===== src/rtl/instr_aligner.sv =====
// rtl/instr_aligner.sv - fetch-word to instruction aligner with optional RVC parcel handling
//
// Purpose: buffers 32-bit fetch words as 16-bit parcels and presents complete
// instructions to the decoder. A 32-bit instruction may straddle two fetch words.
// Optional feature macro: RV32C_EN. When it is defined, compressed (16-bit)
// instructions are recognised. When it is undefined, every instruction is one
// 32-bit word.
//
// Ports:
//   clk, rst_n          clock, asynchronous active-low reset
//   flush, flush_pc     redirect: discard buffer; flush_pc[1] selects start halfword
//   fetch_valid/ready   fetch word handshake
//   fetch_data/pc       fetched word (little-endian halfwords) and its word address
//   dec_valid/ready     decoder handshake
//   dec_instr/pc        instruction (compressed form zero-extended) and its address
//   dec_compressed      dec_instr is a 16-bit parcel
module instr_aligner #(
  parameter int PARCELS = 8
) (
  input  logic        clk,
  input  logic        rst_n,
  input  logic        flush,
  input  logic [31:0] flush_pc,
  input  logic        fetch_valid,
  output logic        fetch_ready,
  input  logic [31:0] fetch_data,
  input  logic [31:0] fetch_pc,
  output logic        dec_valid,
  input  logic        dec_ready,
  output logic [31:0] dec_instr,
  output logic [31:0] dec_pc,
  output logic        dec_compressed
);
  localparam int          AW    = $clog2(PARCELS);
  localparam logic [AW:0] DEPTH = (AW+1)'(PARCELS);

  // The storage is parcel-based in both builds. Without RVC, every push and pop
  // moves two parcels, so the queue behaves as a PARCELS/2-deep word queue.
  logic [15:0]   par_q [PARCELS];
  logic [31:0]   pc_q  [PARCELS];

  logic [AW:0]   wr_q, wr_d, rd_q, rd_d;
  logic          drop_low_q, drop_low_d;
  logic [AW:0]   used, free, need;
  logic [AW-1:0] wr_idx, wr_nxt, rd_idx, rd_nxt;
  logic [15:0]   head, tail;
  logic          head_c, accept, push_low, pop;
  logic          unused_flush_pc;

  assign used   = wr_q - rd_q;
  assign free   = DEPTH - used;
  assign wr_idx = wr_q[AW-1:0];
  assign wr_nxt = wr_idx + AW'(1);
  assign rd_idx = rd_q[AW-1:0];
  assign rd_nxt = rd_idx + AW'(1);
  assign head   = par_q[rd_idx];
  assign tail   = par_q[rd_nxt];

`ifdef RV32C_EN
  assign head_c          = (head[1:0] != 2'b11);
  assign fetch_ready     = (free >= (AW+1)'(2)) && !flush;
  assign unused_flush_pc = ^{flush_pc[31:2], flush_pc[0]};
`else
  assign head_c          = 1'b0;
  assign fetch_ready     = (used != DEPTH) && !flush;
  assign unused_flush_pc = ^flush_pc;
`endif

  assign need     = head_c ? (AW+1)'(1) : (AW+1)'(2);
  // The "used >= need" test also covers a 32-bit head whose upper half has not arrived yet.
  assign dec_valid = (used >= need);
  assign accept   = fetch_valid && fetch_ready;
  assign push_low = accept && !drop_low_q;
  assign pop      = dec_valid && dec_ready && !flush;

  assign dec_instr      = !dec_valid ? 32'h0 : (head_c ? {16'h0, head} : {tail, head});
  assign dec_pc         = dec_valid ? pc_q[rd_idx] : 32'h0;
  assign dec_compressed = dec_valid && head_c;

  always_comb begin
    wr_d       = wr_q;
    rd_d       = rd_q;
    drop_low_d = drop_low_q;
    if (flush) begin
      wr_d = '0;
      rd_d = '0;
`ifdef RV32C_EN
      drop_low_d = flush_pc[1];
`else
      drop_low_d = 1'b0;
`endif
    end else begin
      if (accept) begin
        wr_d       = wr_q + (push_low ? (AW+1)'(2) : (AW+1)'(1));
        drop_low_d = 1'b0;
      end
      if (pop) begin
        rd_d = rd_q + need;
      end
    end
  end

  always_ff @(posedge clk or negedge rst_n) begin
    if (!rst_n) begin
      wr_q       <= '0;
      rd_q       <= '0;
      drop_low_q <= 1'b0;
    end else begin
      wr_q       <= wr_d;
      rd_q       <= rd_d;
      drop_low_q <= drop_low_d;
    end
  end

  // Parcel storage needs no reset because the pointers define which entries are live.
  always_ff @(posedge clk) begin
    if (accept) begin
      if (push_low) begin
        par_q[wr_idx] <= fetch_data[15:0];
        pc_q[wr_idx]  <= fetch_pc;
        par_q[wr_nxt] <= fetch_data[31:16];
        pc_q[wr_nxt]  <= fetch_pc + 32'd2;
      end else begin
        par_q[wr_idx] <= fetch_data[31:16];
        pc_q[wr_idx]  <= fetch_pc + 32'd2;
      end
    end
  end

endmodule


===== config.mk =====
export PLATFORM = sky130hd
export DESIGN_NAME = instr_aligner
export DESIGN_NICKNAME = d
export VERILOG_FILES = /design/src/rtl/instr_aligner.sv
export SDC_FILE = /design/constraint.sdc
export NUM_CORES = 1
export LEC_CHECK = 0
export ABC_AREA = 0
export BUFFER_PORTS_ARGS = -buffer_cell sky130_fd_sc_hd__clkbuf_2
export CAP_MARGIN = 10
export CORE_UTILIZATION = 45
export CTS_CLUSTER_SIZE = 40
export DETAILED_ROUTE_END_ITERATION = 10
export PLACE_DENSITY = 0.64
export SLEW_MARGIN = 20
export SYNTH_ARGS = -nofsm -noshare
export SYNTH_HDL_FRONTEND = slang
export SYNTH_SLANG_ARGS = --single-unit

===== constraint.sdc =====
create_clock -name clk -period 7.7 [get_ports clk]
set_input_delay 0 -clock clk [delete_from_list [all_inputs] [get_ports clk]]
set_output_delay 0 -clock clk [all_outputs]
set_load 0.01 [all_outputs]

==> results of run 1 <==
==> layout make-up <==
| cell class | count | area share, % |
|---|---|---|
| flip-flops and latches | 263 | 46.2 |
| repair buffers | 243 | 10.2 |
| inverters | 9 | 0.199 |
| clock buffers | 29 | 4.26 |
| well taps | 396 | 2.91 |
| multi-input cells | 761 | 34.3 |
| clock inverters | 24 | 1.93 |
==> stage by stage <==
stage          instances  total power [mW]
6_report            1725              4.62
5_1_grt             1725              4.82
4_1_cts             1725              4.66
3_5_place_dp        1584              3.08
3_3_place_gp        1583              3.05
2_1_floorplan       1124              2.59
==> per-layer routing <==
metal	GRT usage, %	part of all wire [%]
met5	0	0
met4	7.73	2.6
met3	3.12	6.4
met2	37.3	48
met1	31.5	43
==> critical path, stage by stage, from the launching register on <==
cell and delay, ns:
dfrtp_4 0.89, inv_1 0.21, ha_1 0.32, o21a_1 0.20
or3_4 0.43, a31oi_4 0.25, and3_1 0.91, o21bai_1 0.42
buf_4 0.36
==> flip-flops by register name (all words and copies together), names as in the netlist <==
| register | count |
|---|---|
| wr_q | 4 |
| par_q | 128 |
| rd_q | 3 |
| pc_q | 128 |
==> logic make-up after synthesis <==
group,after synthesis,synth area share (%)
and+or+nand+nor,473,15.5
DFF,263,55.8
muxes,130,15.5
xor gates and xnor gates,124,7.71
buffers and inverters,100,3.26
AOI/OAI and AO/OA,23,1.18
adders and majority gates,9,0.906
other,2,0.0533
==> worst paths after layout <==
kind / start / end / slack, ns / cells past startpoint
min in group asynchronous: rst_n / wr_q[1] / 0.47 / 3
max in group asynchronous: rst_n / rd_q[2] / 6.92 / 3
min reg2reg: wr_q[3] / wr_q[3] / 0.57 / 3
max: rd_q[1] / par_q[3][9] / 3.38 / 8
max reg2reg: rd_q[1] / par_q[3][9] / 3.38 / 8
min: fetch_pc[0] / pc_q[2][0] / 0.22 / 2
==> cell usage in the layout, fill, tap and decap left out, drive strengths merged, types with 3 or more instances in the layout <==
master | Yosys | layout
a21oi | 5 | 5
a31oi | 3 | 3
and3 | 12 | 12
and4 | 3 | 3
buf | 43 | 21
bufinv | 0 | 8
clkbuf | 48 | 163
clkinv | 2 | 16
dfrtp | 7 | 7
dlygate4sd3 | 0 | 88
edfxtp | 256 | 256
ha | 7 | 7
inv | 7 | 9
mux2 | 65 | 65
mux4 | 64 | 64
nand2 | 269 | 269
nand2b | 4 | 4
nand3 | 18 | 18
nand4 | 8 | 8
nor2 | 52 | 52
nor2b | 66 | 66
nor3 | 25 | 25
nor4 | 3 | 3
o21ai | 6 | 6
o31ai | 3 | 3
or3 | 7 | 7
xnor2 | 73 | 73
xor2 | 51 | 51
==> timing repair <==
item                                   4_1_cts  5_1_grt
hold buffers                                88        0
endpoints found under the hold margin      270        0
resized for setup                            0        0
==> power by group <==
part / internal (mW) / leakage, nW / total, mW / switching [mW]
combinational: 0.595 / 3.26 / 1.30 / 0.708
sequential: 1.69 / 2.42 / 1.77 / 0.0835
clock: 0.955 / 0.524 / 1.54 / 0.586
total: 3.24 / 6.20 / 4.62 / 1.38
==> results.md, run 1 <==
* Run status: finished, final reports clean
* Post-synthesis sequential area ratio at 55.8%
* Power Dens Cells at 271 nW/um^2
* Syn Std Cell Area at 14100 um^2
* First-pass DRT Iterations at 6
* Initial drt markers at 840
* Fin util at 55.5%
* Worst-Margin Slew at 1.07 ns
* Placed Area at 15100 um^2
* Number of synthesized flops with an enable pin at 256
* Diode count at 0
* DIE WIDTH at 179 um
* P&R area growth vs syn at 20.8%
* First-pass GRT wire length at 54500 um
* Final #Nets at 1417
* Mean Syn Cell Area at 12.5 um^2
* Setup violations, final at 0
* Area of the multi-input gates at 5840 um^2
* Post-synth top area share at 54.6%
* Chip height at 179 um
* Clock slew at reported path FFs at 0.06 ns
* Top cells by area, synth: edfxtp_1 55%, mux4_2 10%, nand2_1 7.1%
* Max frequency at 0.232 GHz
* LEAKAGE at 6.20 nW
* CP endpoint kind: register
* CP max FO at 35
* Setup_tns at 0 ns
* Worst skew pair latency at 0.56 ns
* Number of buffers added on ports at 134
* Setup Fix Bufs, Post-CTS at 0
* Clock net sink count at 263
* Slew Viols, Final at 0
* Post-DR wirelength/cell at 20.8 um
* CP startpoint kind: register
* Design Area, Final at 17000 um^2
* Top FF cell, synth: edfxtp_1
* Minimum clock period at 4.32 ns
* Clk buf depth at 3
* Synth async-reset ratio at 2.66%
* Part of the cycle the worst path needs at 56.1%
* Via density at 5.47
* Kind of critical path: register to register
* Clock root cell: clkbuf_16
* Ratio of cells with drive above 1 in the final layout at 26.8%
* Post-synth top cells: 267 x nand2_1, 256 x edfxtp_1, 73 x xnor2_1, 66 x nor2b_1
* CP Data Required Time at 7.94 ns
* Layout fillers at 2533
* Synthesized Nets at 1234
* Core Rows at 64
* Core ar. at 30700 um^2
* Vias in the first global route at 9484
* Post-synthesis instance total at 1124
* Initial antenna violation count at 0
* Routed via count at 9435
* Die area at 32000 um^2
* Io pins at 168
* Post-DRT Antenna Nets at 0
* Dpl ws at 3.28 ns
* Routed WL at 35800 um
* Htree depth at 1
* VDD IR max at 0.211 mV
* Synth area leader: edfxtp_1
* WP data arrival at 4.56 ns
* Initial Util at 45.9%
* RSZ-0062 raised after global routing: no
* Min-Delay Path Class: input port to register
* DRC Markers at 0
* Total gr overflow at 0
* Final hold vios at 0
* Worst hold slack at 0.218 ns
* Max-Cap Viols at 0
* GPL Wtd Cong at 0.772
* HPWL Detailed at 21000 um
* Synth cell types at 53
* Synth warnings at 0
* FF+latch count, synth at 263
* CTS tree: yes
* CTS Buf Count at 29
* Largest net degree at the start of global routing at 42
* Clock skew at 0.0161 ns
* Sequential Area at 7870 um^2
* GR Util All Layers at 22.9%
* Setup ws final at 3.38 ns
* Top-count cell post-synth: nand2_1
* Worst slew margin at 28.5%
Note: power is estimated with default switching activity, not from simulation.
==> inputs of run 2 (changes only) <==
==> constraint.sdc (replaced) <==
create_clock -name clk -period 4.1 [get_ports clk]
set_input_delay 0 -clock clk [delete_from_list [all_inputs] [get_ports clk]]
set_output_delay 0 -clock clk [all_outputs]
set_load 0.01 [all_outputs]
==> run 2 against run 1 <==
Count of clock-buffer cells in the layout increased by 5. Sequential power increased by 82%. Largest power group unchanged. Critical endpoint is now par_q[2][15]. Sequential cell count unchanged. First-iteration DRC count decreased by 17%. Clock power increased by 88%. Design area increased by 0.90%. Non-clock buffer count increased by 15. Largest cell class unchanged.
==> results.md, run 2 (synthesized netlist as in run 1, its figures left out) <==
* Run status: finished, final reports clean
* Minimum clock period at 3.25 ns (-1.07 ns)
* Sequential Area at 7870 um^2 (unchanged)
* Grt met3 use at 3.22% (+0.11 points)
* PostCTS Resize Cnt at 0 (unchanged)
* CP endpoint kind: register
* Min-Delay Path Class: input port to register
* Clock root cell: clkbuf_16
* Commonest non-fill, non-tap cell in the layout: nand2_1
* # hold bufs at CTS at 86 (-2.3%)
* Setup Fix Bufs, Post-CTS at 0 (unchanged)
* Inst Count DP at 1601 (+1.1%)
* Initial Util at 45.9% (unchanged)
* RSZ-0062 raised after global routing: no
* Design Area, Final at 17200 um^2 (+0.90%)
* Vias in the first global route at 9365 (-1.3%)
* Placed Area at 15200 um^2 (+1.0%)
* Via density at 5.41 (-1.1%)
* Chip height at 179 um (unchanged)
* Die area at 32000 um^2 (unchanged)
* Post-DR wirelength/cell at 20.4 um (-1.7%)
* HPWL Detailed at 21400 um (+1.9%)
* Initial drt markers at 700 (-17%)
* Ratio of cells with drive above 1 in the final layout at 27.7% (+0.95 points)
* Gate power share at 29.5% (+1.3 points)
* Clock net sink count at 263 (unchanged)
* Part of the cycle the worst path needs at 79.3% (+23 points)
* Largest net degree at the start of global routing at 48 (+14%)
* Worst skew pair latency at 0.56 ns (about the same)
* CP max FO at 13 (-63%)
* Worst slew margin at 40.5% (+12 points)
* Net Sw Power at 2.56 mW (+86%)
* GPL Wtd Cong at 0.786 (+1.8%)
* LEAKAGE at 6.28 nW (+1.3%)
* Layout fillers at 2520 (-0.51%)
* DRC Markers at 0 (unchanged)
* Core Rows at 64 (unchanged)
* Kind of critical path: register to register
* WP data arrival at 3.68 ns (-0.88 ns)
* VDD IR max at 0.335 mV (+59%)
* CTS tree: yes
* Flop pwr share at 37.2% (-1.2 points)
* Number of buffers added on ports at 134 (unchanged)
* First-pass DRT Iterations at 5 (-1)
* Commonest cells after routing, fill and taps aside: 267 x nand2_1, 256 x edfxtp_1, 134 x clkbuf_2, 86 x dlygate4sd3_1, 73 x xnor2_1
* Switch share at 29.5% (-0.32 points)
* Clock skew at 0.0225 ns (+0.00639 ns)
* Clock slew at reported path FFs at 0.06 ns (about the same)
* Int Pwr at 6.13 mW (+89%)
* Final #Nets at 1433 (+1.1%)
* Worst R2R Path Depth at 7 (-1)
* Largest regs: par_q (128), pc_q (128), wr_q (4)
* Slew Viols, Final at 0 (unchanged)
* DIE WIDTH at 179 um (unchanged)
* Clk buf depth at 3 (unchanged)
* GRT met2 Usage at 37.9% (+0.61 points)
* P&R area growth vs syn at 21.9%
* Power Dens Cells at 506 nW/um^2 (+86%)
* Io pins at 168 (unchanged)
* Max-Cap Viols at 0 (unchanged)
* CP Data Required Time at 4.53 ns (-3.41 ns)
* Finished Layout Cells at 1742 (+0.99%)
* Total gr overflow at 0 (unchanged)
* GRT busiest layer: met2
* Final hold vios at 0 (unchanged)
* Routed via count at 9424 (-0.12%)
* Max frequency at 0.307 GHz (+33%)
* Clock network fraction of total power at 33.3% (about the same)
* Routed WL at 35600 um (-0.75%)
* Htree depth at 1 (unchanged)
* Setup violations, final at 0 (unchanged)
* Hold path depth at 2 (unchanged)
* Initial antenna violation count at 1 (+1)
* Core ar. at 30700 um^2 (unchanged)
* Post-DRT Antenna Nets at 0 (unchanged)
* Worst-Margin Slew at 0.885 ns (-0.188 ns)
* CTS Buf Count at 30 (+3.4%)
* Tot Pwr at 8.69 mW (+88%)
* Global Route met1 Usage at 31.9% (+0.38 points)
* GR Util All Layers at 22.9% (about the same)
* Setup_tns at 0 ns (unchanged)
* CP startpoint kind: register
* First-pass GRT wire length at 54800 um (+0.41%)
* Area of the multi-input gates at 5840 um^2 (unchanged)
## run 2: final timing paths
kind / endpoint / from / slack [ns]
worst min register to register: wr_q[3] / wr_q[3] / 0.58
min in group asynchronous: wr_q[1] / rst_n / 0.45
worst min-delay path: pc_q[4][0] / fetch_pc[0] / 0.20
max in group asynchronous: rd_q[2] / rst_n / 3.33
worst max-delay path: par_q[2][15] / wr_q[1] / 0.85
worst max register to register: par_q[2][15] / wr_q[1] / 0.85
## run 2: power groups by stage
stage | Sequential [mW] | Clock [mW] | Combinational, mW
6_report | 3.23 | 2.89 | 2.56
5_1_grt | 3.25 | 3.02 | 2.80
4_1_cts | 3.23 | 2.93 | 2.61
3_5_place_dp | 3.29 | 0 | 2.53
3_3_place_gp | 3.28 | 0 | 2.51
2_1_floorplan | 3.28 | 0 | 1.57
## run 2: layout make-up
class                   instances  area share (%)
multi-input cells             761            34.0
diodes                          1          0.0146
repair buffers                258            10.9
inverters                       9           0.197
clock inverters                20            1.63
clock buffers                  34            4.58
well taps                     396            2.89
flip-flops and latches        263            45.8
## run 2: per-layer routing
layer	up-vias	wire, um
li1	4383	-
met1	4670	15200
met2	329	17600
met3	42	2320
met4	0	512
met5	-	0
## run 2: through the flow
stage	hold WS (ns)	setup slack, ns	utilization (%)
5_1_grt	0.208	0.650	56.0
6_report	0.198	0.847	56.0
3_3_place_gp	-0.142	1.05	49.7
2_1_floorplan	-0.296	-0.732	-
3_5_place_dp	-0.135	0.977	49.7
4_1_cts	0.186	0.777	56.0
## run 2: worst max-delay path, stage by stage, from the launching register on
cell,delay [ns]
dfrtp_1,0.56
ha_1,0.32
xnor2_1,0.49
and3_1,0.68
buf_4,0.38
nand2_1,0.08
nand2_1,0.06
dlygate4sd3_1,0.55
==> inputs of run 3 (changes only) <==
--- a/config.mk
+++ b/config.mk
@@ -11,7 +11,7 @@
 export CORE_UTILIZATION = 45
 export CTS_CLUSTER_SIZE = 40
 export DETAILED_ROUTE_END_ITERATION = 10
-export PLACE_DENSITY = 0.64
+export PLACE_DENSITY = 0.67
 export SLEW_MARGIN = 20
 export SYNTH_ARGS = -nofsm -noshare
 export SYNTH_HDL_FRONTEND = slang
==> constraint.sdc (replaced) <==
create_clock -name clk -period 2.7 [get_ports clk]
set_input_delay 0 -clock clk [delete_from_list [all_inputs] [get_ports clk]]
set_output_delay 0 -clock clk [all_outputs]
set_load 0.01 [all_outputs]
==> run 3 against run 2 <==
The flow now finishes with violations (setup timing). Critical endpoint is now dec_pc[13]. Critical path type is now register to output port. Core utilization is 2.7 points higher. Die area is the same. Sequential power is 52% higher.
==> results.md, run 3 (synthesized netlist as in run 1, its figures left out) <==
* CP peak stage delay at 0.50 ns (-0.18 ns)
* CP Buf/Inv Count at 5 (+3)
* Slowest CP cell: dfrtp_4
* Routed via count at 9617 (+2.0%)
* Worst hold slack at 0.226 ns (+0.0279 ns)
* Diode count at 0 (-1)
* CP max FO at 12 (-1)
* Setup violations, final at 82 (+82)
* Post-DR wirelength/cell at 21.2 um (+3.7%)
* GRT met2 Usage at 40.3% (+2.3 points)
* Kind of critical path: register to output port
* Tot Pwr at 13.8 mW (+58%)
* Min-Delay Path Class: input port to register
* Initial drt markers at 754 (+7.7%)
* GPL Wtd Cong at 0.799 (+1.7%)
* Worst slew margin at 47.7% (+7.3 points)
* Core Rows at 64 (unchanged)
* Part of the cycle the worst path needs at 102%
* Final #Nets at 1461 (+2.0%)
* Cell family with most CP delay: buffers and inverters
* DRC Markers at 0 (unchanged)
* RSZ-0062 raised after global routing: yes
* Setup_tns at -1.45 ns (-1.45 ns)
* Clk buf depth at 3 (unchanged)
* Chip height at 179 um (unchanged)
* Max frequency at 0.363 GHz
* Failing checks: setup timing
* Worst-Margin Slew at 0.784 ns (-0.101 ns)
* CP endpoint kind: output port
* Initial Util at 45.9% (unchanged)
* LEAKAGE at 6.67 nW (+6.2%)
* Area of the multi-input gates at 6190 um^2 (+6.1%)
* P&R area growth vs syn at 27.8%
* Design Area, Final at 18000 um^2 (+4.8%)
* CTS Buf Count at 28 (-6.7%)
* CP startpoint kind: register
* Ratio of cells with drive above 1 in the final layout at 32.2% (+4.5 points)
* Clock slew at reported path FFs at 0.06 ns (about the same)
* Slew Viols, Final at 0 (unchanged)
* Clock root cell: clkbuf_16
* Max-Cap Viols at 0 (unchanged)
* Number of buffers added on ports at 134 (unchanged)
* Largest net degree at the start of global routing at 66 (+38%)
* Routed WL at 37400 um (+5.2%)
* Htree depth at 1 (unchanged)
* Largest regs: par_q (128), pc_q (128), wr_q (4)
* GR Util All Layers at 23.5% (+0.63 points)
* Total gr overflow at 0 (unchanged)
* Io pins at 168 (unchanged)
* VDD IR max at 0.471 mV (+41%)
* DIE WIDTH at 179 um (unchanged)
* WP data arrival at 2.75 ns (-0.93 ns)
* Grt met3 use at 3.37% (+0.15 points)
* Power Dens Cells at 765 nW/um^2 (+51%)
* Commonest non-fill, non-tap cell in the layout: nand2_1
* Via density at 5.44 (+0.60%)
* Clock skew at 0.0212 ns (-0.00135 ns)
* Clock net sink count at 263 (unchanged)
* Placed Area at 15600 um^2 (+2.4%)
* Vias in the first global route at 9627 (+2.8%)
* Initial antenna violation count at 0 (-1)
* Core ar. at 30700 um^2 (unchanged)
* First-pass DRT Iterations at 5 (unchanged)
* HPWL Detailed at 22100 um (+3.2%)
* Run status: complete, but fails checks
* Post-DRT Antenna Nets at 0 (unchanged)
* Dpl ws at -0.0591 ns (-1.04 ns)
* GRT busiest layer: met2
* Setup ws final at -0.0525 ns (-0.899 ns)
* Minimum clock period at 2.75 ns
* Layout fillers at 2391 (-5.1%)
* Die area at 32000 um^2 (unchanged)
* Sequential Area at 7870 um^2 (unchanged)
* Commonest cells after routing, fill and taps aside: 267 x nand2_1, 256 x edfxtp_1, 114 x clkbuf_2, 80 x dlygate4sd3_1, 73 x xnor2_1
* CP Cell Sequence: inv_4 -> ha_4 -> o21a_1 -> or3_4 -> buf_6 -> a21boi_4 -> buf_12 -> buf_16 -> nor2b_1 -> clkbuf_2
* Global Route met1 Usage at 30.8% (-1.1 points)
* CP Data Required Time at 2.70 ns (-1.83 ns)
* First-pass GRT wire length at 55700 um (+1.8%)
* Worst skew pair latency at 0.55 ns (about the same)
* CTS tree: yes
* Final hold vios at 0 (unchanged)
run 3: cell count changes in the layout (fill, tap and decap cells not counted), moves of 4 or more:
| cell | before | now |
|---|---|---|
| buf_12 | 4 | 15 |
| buf_16 | 0 | 5 |
| buf_4 | 34 | 44 |
| buf_6 | 0 | 23 |
| bufinv_16 | 7 | 2 |
| clkbuf_1 | 3 | 7 |
| clkbuf_2 | 134 | 114 |
| dlygate4sd3_1 | 86 | 80 |
| mux2_2 | 64 | 47 |
| mux2_4 | 0 | 18 |
| nor2b_1 | 66 | 44 |
| nor2b_4 | 0 | 20 |
run 3: timing repair:
action	CTS	global route
setup endpoints to repair	67	133
resized for setup	33	80
hold buffers	80	0
cloned	4	3
buffers inserted	4	6
pin swaps	7	2
hold endpoints to repair	270	0
run 3: final cells by class:
type | instances | share of cell area (%)
clock buffer | 36 | 4.18
clock inverter | 14 | 0.653
inverter | 9 | 0.229
multi-input combinational | 761 | 34.4
sequential | 263 | 43.7
tap | 396 | 2.75
timing repair buffer | 288 | 14.1
run 3: worst paths after layout:
kind | start | end | slack, ns | cells past startpoint
min in group asynchronous | rst_n | rd_q[3] | 0.46 | 3
min reg2reg | wr_q[3] | wr_q[3] | 0.59 | 3
max reg2reg | rd_q[1] | par_q[3][4] | -0.05 | 9
max | rd_q[1] | dec_pc[13] | -0.05 | 10
min | fetch_pc[0] | pc_q[0][0] | 0.23 | 2
max in group asynchronous | rst_n | rd_q[1] | 1.95 | 3
run 3: metrics by stage:
stage | utilization (%) | std cells
global placement | 50.9 | 1620
finish | 58.7 | 1767
floorplan | - | 1124
global route | 58.7 | 1767
detailed placement | 50.9 | 1620
CTS | 57.2 | 1758
run 3: power breakdown:
part / switching (mW) / internal [mW] / total (mW) / leakage (nW)
registers: 0.0758 / 4.83 / 4.90 / 2.42
logic: 2.58 / 2.59 / 5.17 / 3.82
clock network: 1.56 / 2.14 / 3.71 / 0.429
run 3: worst register-to-register path: stages, from the launching register on:
cell and delay, ns:
dfrtp_4 0.50, inv_4 0.07, ha_4 0.18, o21a_1 0.18
or3_4 0.40, buf_4 0.17, a31oi_4 0.20, and3_4 0.31
clkbuf_16 0.19, mux2_2 0.33
run 3: metal layers:
layer / up-vias / part of all wire (%)
met5: - / 0
met4: 0 / 2.4
met3: 71 / 6.3
met2: 339 / 50
met1: 4786 / 41
li1: 4421 / -
